### config.mk
export PLATFORM = sky130hd
export DESIGN_NAME = result_pipe
export DESIGN_NICKNAME = d
export VERILOG_FILES = /design/src/rtl/result_pipe_pkg.sv /design/src/rtl/result_pipe_stage_reg.sv /design/src/rtl/result_pipe.sv
export SDC_FILE = /design/constraint.sdc
export NUM_CORES = 1
export LEC_CHECK = 0
export BUFFER_PORTS_ARGS = -buffer_cell sky130_fd_sc_hd__clkbuf_2
export CAP_MARGIN = 20
export CORE_MARGIN = 2
export CORE_UTILIZATION = 47
export DETAILED_ROUTE_END_ITERATION = 12
export GPL_ROUTABILITY_DRIVEN = 0
export GPL_TIMING_DRIVEN = 1
export PLACE_DENSITY = 0.8
export SYNTH_ARGS = -nofsm -noshare
export SYNTH_HDL_FRONTEND = slang
export SYNTH_SLANG_ARGS = --single-unit
### constraint.sdc
create_clock -name clk -period 1.65 [get_ports clk]
set_input_delay 0.2475 -clock clk [delete_from_list [all_inputs] [get_ports clk]]
set_output_delay 0.2475 -clock clk [all_outputs]
set_load 0.1 [all_outputs]
### src/rtl/result_pipe_pkg.sv
// Shared types for the result pipeline: spec-register selects and the per-stage record
// carried through EX/MEM and MEM/WB.
package result_pipe_pkg;

  localparam int PKG_DATA_W = 16;
  localparam int PKG_REG_AW = 3;
  localparam int PKG_CNT_W  = 16;

  localparam logic [1:0] SPEC_GPR = 2'b00;
  localparam logic [1:0] SPEC_T   = 2'b01;
  localparam logic [1:0] SPEC_SP  = 2'b10;
  localparam logic [1:0] SPEC_IH  = 2'b11;

  typedef struct packed {
    logic                  reg_write;
    logic [PKG_REG_AW-1:0] id;
    logic [1:0]            spec_reg;
    logic                  mem_read;
    logic [PKG_DATA_W-1:0] data;
  } stage_rec_t;

  localparam stage_rec_t STAGE_BUBBLE = '0;

  function automatic logic targets_spec(input logic [1:0] spec_reg);
    return spec_reg != SPEC_GPR;
  endfunction

endpackage

### src/rtl/result_pipe_stage_reg.sv
// One pipeline register holding a stage record; bubble wins over hold so a flush
// arriving during a stall is never lost.
module result_pipe_stage_reg
  import result_pipe_pkg::*;
(
  input  logic       clk,
  input  logic       rst,
  input  logic       hold,
  input  logic       bubble,
  input  stage_rec_t d,
  output stage_rec_t q
);

  stage_rec_t stage_reg;

  always_ff @(posedge clk or negedge rst) begin
    if (!rst) begin
      stage_reg <= STAGE_BUBBLE;
    end else if (bubble) begin
      stage_reg <= STAGE_BUBBLE;
    end else if (!hold) begin
      stage_reg <= d;
    end
  end

  assign q = stage_reg;

endmodule

### src/rtl/result_pipe.sv
// EX/MEM and MEM/WB result registers feeding the forwarding unit and the register-file
// write port, with a load flag for the hazard unit and a retired-write counter.
module result_pipe
  import result_pipe_pkg::*;
#(
  parameter int DATA_W = PKG_DATA_W,
  parameter int REG_AW = PKG_REG_AW,
  parameter int CNT_W  = PKG_CNT_W
) (
  input  logic              clk,
  input  logic              rst,
  input  logic              regWrite_a_IDEX,
  input  logic [REG_AW-1:0] registerToWriteId_a_IDEX,
  input  logic [1:0]        writeSpecReg_a_IDEX,
  input  logic              memRead_a_IDEX,
  input  logic [DATA_W-1:0] aluResult,
  input  logic [DATA_W-1:0] memReadData,
  input  logic              stall,
  input  logic              flush,
  output logic              regWrite_a_EXMEM,
  output logic [REG_AW-1:0] registerToWriteId_a_EXMEM,
  output logic [1:0]        writeSpecReg_a_EXMEM,
  output logic [DATA_W-1:0] data_EXMEM,
  output logic              loadPending_EXMEM,
  output logic              regWrite_a_MEMWB,
  output logic [REG_AW-1:0] registerToWriteId_a_MEMWB,
  output logic [1:0]        writeSpecReg_a_MEMWB,
  output logic [DATA_W-1:0] data_MEMWB,
  output logic              rfWriteEn,
  output logic              specWriteEn,
  output logic [REG_AW-1:0] rfWriteAddr,
  output logic [DATA_W-1:0] rfWriteData,
  output logic [CNT_W-1:0]  retireCount
);

  stage_rec_t ex_mem_next;
  stage_rec_t ex_mem_reg;
  stage_rec_t mem_wb_next;
  stage_rec_t mem_wb_reg;
  logic [CNT_W-1:0] retire_count_reg;
  logic             retire_next;

  always_comb begin
    ex_mem_next           = STAGE_BUBBLE;
    ex_mem_next.reg_write = regWrite_a_IDEX;
    ex_mem_next.id        = registerToWriteId_a_IDEX;
    ex_mem_next.spec_reg  = writeSpecReg_a_IDEX;
    ex_mem_next.mem_read  = memRead_a_IDEX;
    ex_mem_next.data      = aluResult;
  end

  // Loads pick up memory data on the way out of MEM; everything else keeps the ALU result.
  always_comb begin
    mem_wb_next = ex_mem_reg;
    if (ex_mem_reg.mem_read) begin
      mem_wb_next.data = memReadData;
    end
  end

  result_pipe_stage_reg u_ex_mem (
    .clk    (clk),
    .rst    (rst),
    .hold   (stall),
    .bubble (flush),
    .d      (ex_mem_next),
    .q      (ex_mem_reg)
  );

  result_pipe_stage_reg u_mem_wb (
    .clk    (clk),
    .rst    (rst),
    .hold   (stall),
    .bubble (1'b0),
    .d      (mem_wb_next),
    .q      (mem_wb_reg)
  );

  assign regWrite_a_EXMEM          = ex_mem_reg.reg_write;
  assign registerToWriteId_a_EXMEM = ex_mem_reg.id;
  assign writeSpecReg_a_EXMEM      = ex_mem_reg.spec_reg;
  assign data_EXMEM                = ex_mem_reg.data;
  assign loadPending_EXMEM         = ex_mem_reg.mem_read;

  assign regWrite_a_MEMWB          = mem_wb_reg.reg_write;
  assign registerToWriteId_a_MEMWB = mem_wb_reg.id;
  assign writeSpecReg_a_MEMWB      = mem_wb_reg.spec_reg;
  assign data_MEMWB                = mem_wb_reg.data;

  // Gating with stall means a held MEM/WB entry strobes the file exactly once, on release.
  assign rfWriteEn   = mem_wb_reg.reg_write & ~targets_spec(mem_wb_reg.spec_reg) & ~stall;
  assign specWriteEn = mem_wb_reg.reg_write &  targets_spec(mem_wb_reg.spec_reg) & ~stall;
  assign rfWriteAddr = mem_wb_reg.id;
  assign rfWriteData = mem_wb_reg.data;
  assign retire_next = rfWriteEn | specWriteEn;

  always_ff @(posedge clk or negedge rst) begin
    if (!rst) begin
      retire_count_reg <= '0;
    end else if (retire_next) begin
      retire_count_reg <= retire_count_reg + CNT_W'(1);
    end
  end

  assign retireCount = retire_count_reg;

endmodule
==> impl_metrics.ini <==
[die]
io_pins = 125
die-area_um2 = 6520
dieWidth_um = 80.8
fp.dieH_um = 80.8
initial_core_util_pct = 49.4
coreArea_um2 = 5610
rows = 27

[synth]
synth.cell_area_um2 = 2770
synthesis.nets = 285
synthCells = 241
synth_top_area_share_pct = 55.1
synth-seq-area-share_pct = 55.1
synth.area.top_cells = dfrtp_1 (55%), mux2i_1 (14%), buf_4 (7.0%), xnor2_1 (4.4%), nor2_1 (3.5%)
synth_area_leader_cell = dfrtp_1
ys_types = 21
yosysWarnings = 0
ys_seq_elements = 61
avgSynthCellArea_um2 = 11.5

[worst_hold_path]
hp-class = input pin to flip-flop
min-delay-start = aluResult[2]

[critical_path]
crit_family = flip-flops
slowest_delay_ns = 0.41
reg2reg_slack_ns = 0.19
worstPathRequired_ns = 1.40
cp_max_fo = 3
cp.arrival_ns = 1.32
reg2reg_from = u_mem_wb.q[22]$_DFFE_PN0N_
path_class = flip-flop to output port
worst_setup_path_end_kind = output port
start_kind = flip-flop
path_cells = nor2b_4 > nor3b_4 > buf_12
setup.worst_path.start = u_mem_wb.q[22]$_DFFE_PN0N_
crit_buf_inv = 1
worst_path_max_delay_cell = dfrtp_4

[final_layout]
antenna_cells = 0
final_util_pct = 63.3
drive_gt1_share_pct = 48.3
layout_common_cells = clkbuf_2 (121), dfrtp_1 (44), mux2i_1 (39)
final_common_cell = clkbuf_2
area_growth_pct = 28.2
fin_nets = 389
nFillCells = 486

[placement]
port_buffers = 124
dp_hpwl_um = 4100
pre_cts_ws_ns = 0.237

[pwr]
irDropWorstVdd_v = 0.000648
p_leak_uw = 0.00186
totalPowerFinal_uw = 4730
power-per-cell-area_nw_per_um2 = 1330

[sta]
tightest_slew_ns = 0.554
slew_viol_final = 0
rsz0062_at_grt = no
setup_viol = 0
fin_crit_ns = 1.56
setup_slack_ns = 0.0851
hold_viol_final = 0
fmax_ghz = 0.639
slew_headroom_pct = 63.2
fin_skew_ns = 0.00899
post-route-period-util_pct = 94.8

[clock_tree]
tritoncts = done
cts_sinks = 61
clk_latency_ns = 0.31
root_buffer = clkbuf_8
clk_pin_slew_ns = 0.07
cts-resized-gates = 0
cts_buffers = 9
h-tree-depth = 3
cts_buffer_depth = 2

[drt]
ant_nets = 0
drtIter0Drc = 60
routed-via-count = 2033
routed_via_density = 4.82
first_pass_iters = 4
drc = 0
wl_per_cell_um = 13.4
drt-total-wl_um = 5650

[global_route]
gr-usage-met3_pct = 3.56
grt_util_all_layers_pct = 18.1
antenna_found_initial = 0
grt_pass1_wl_um = 9130
grt_pass1_vias = 1918
top_usage_layer = met2
grt.overflow.total = 0
grt_util_met1_pct = 23.5
globalRouteMet2Util_pct = 30.5
grt_max_degree = 62

[job]
maxCapViolations = 0

[outcome]
status = completed
cell families (layout without fill, tap and decap cells):
logic type | Yosys count | in the layout | share of synthesized area [%]
and+or+nand+nor | 63 | 63 | 10.2
xor gates and xnor gates | 15 | 15 | 4.74
DFF | 61 | 61 | 55.1
buffers and inverters | 38 | 147 | 9.40
AOI/OAI and AO/OA | 17 | 17 | 3.16
adders and majority gates | 1 | 1 | 0.452
muxes | 46 | 46 | 16.9
what timing repair did:
item / in CTS / in global routing
endpoints found under the hold margin: 61 / 0
hold buffers: 1 / 0
endpoints found under the setup margin: 1 / 0
buffers inserted: 1 / 0
synth_stat cells (all sizes together):
master and count:
ha 1, and4 1, nand4 5, o21a 1
buf 32, nor2 26, inv 1, o21ai 16
nor3b 1, clkbuf 5, xor2 1, xnor2 14
nand3 5, mux2 7, dfrtp 61, nor2b 1
nand2 21, mux2i 39, and3 3
path summary, 6_finish.rpt:
check,end,depth (start not counted)
worst max-delay path,rfWriteEn,3
worst min-delay path,u_ex_mem.q[2]$_DFFE_PN0P_,3
worst max register to register,retireCount[15]$_DFFE_PN0P_,5
worst min register to register,retireCount[10]$_DFFE_PN0P_,1
max in group asynchronous,u_ex_mem.q[16]$_DFFE_PN0P_,3
min in group asynchronous,u_ex_mem.q[21]$_DFFE_PN0P_,3
where the power goes:
part           internal, uW  switching [uW]  total [uW]
Sequential             1630             122        1760
Clock                   625             515        1140
Combinational           292            1540        1830
through the flow:
stage               TNS (ns)  instances  hold WS, ns  instance area, um2
detailed placement         0        404        0.286                3360
global route               0        422        0.165                3550
floorplan             -0.361        241      -0.0481                2810
global placement           0        404        0.282                3360
finish                     0        422        0.170                3550
CTS                        0        422        0.160                3550
worst register-to-register path: cells and delay by family (launching register included):
family / cells / cell delay, ns
xor+xnor: 1 / 0.16
simple gates: 3 / 0.62
flops: 1 / 0.41
buf+inv: 1 / 0.15
cell type report:
class	count	area (um2)	area share [%]
tap	72	90.1	2.54
clock buffer	14	163	4.58
clock inverter	2	10.0	0.282
timing repair buffer	130	738	20.8
multi-input combinational	142	995	28.0
inverter	1	3.75	0.106
sequential	61	1550	43.7
state kept, by name (all words and copies together), names as in the netlist:
name	count
u_mem_wb.q	22
retireCount	16
u_ex_mem.q	23
routing by layer:
| layer | share of wire [%] | up-vias |
|---|---|---|
| met2 | 50 | 68 |
| met3 | 5.7 | 2 |
| met5 | 0 | - |
| met4 | 0.60 | 0 |
| li1 | - | 989 |
| met1 | 43 | 974 |
Note: power is estimated with default switching activity, not from simulation.
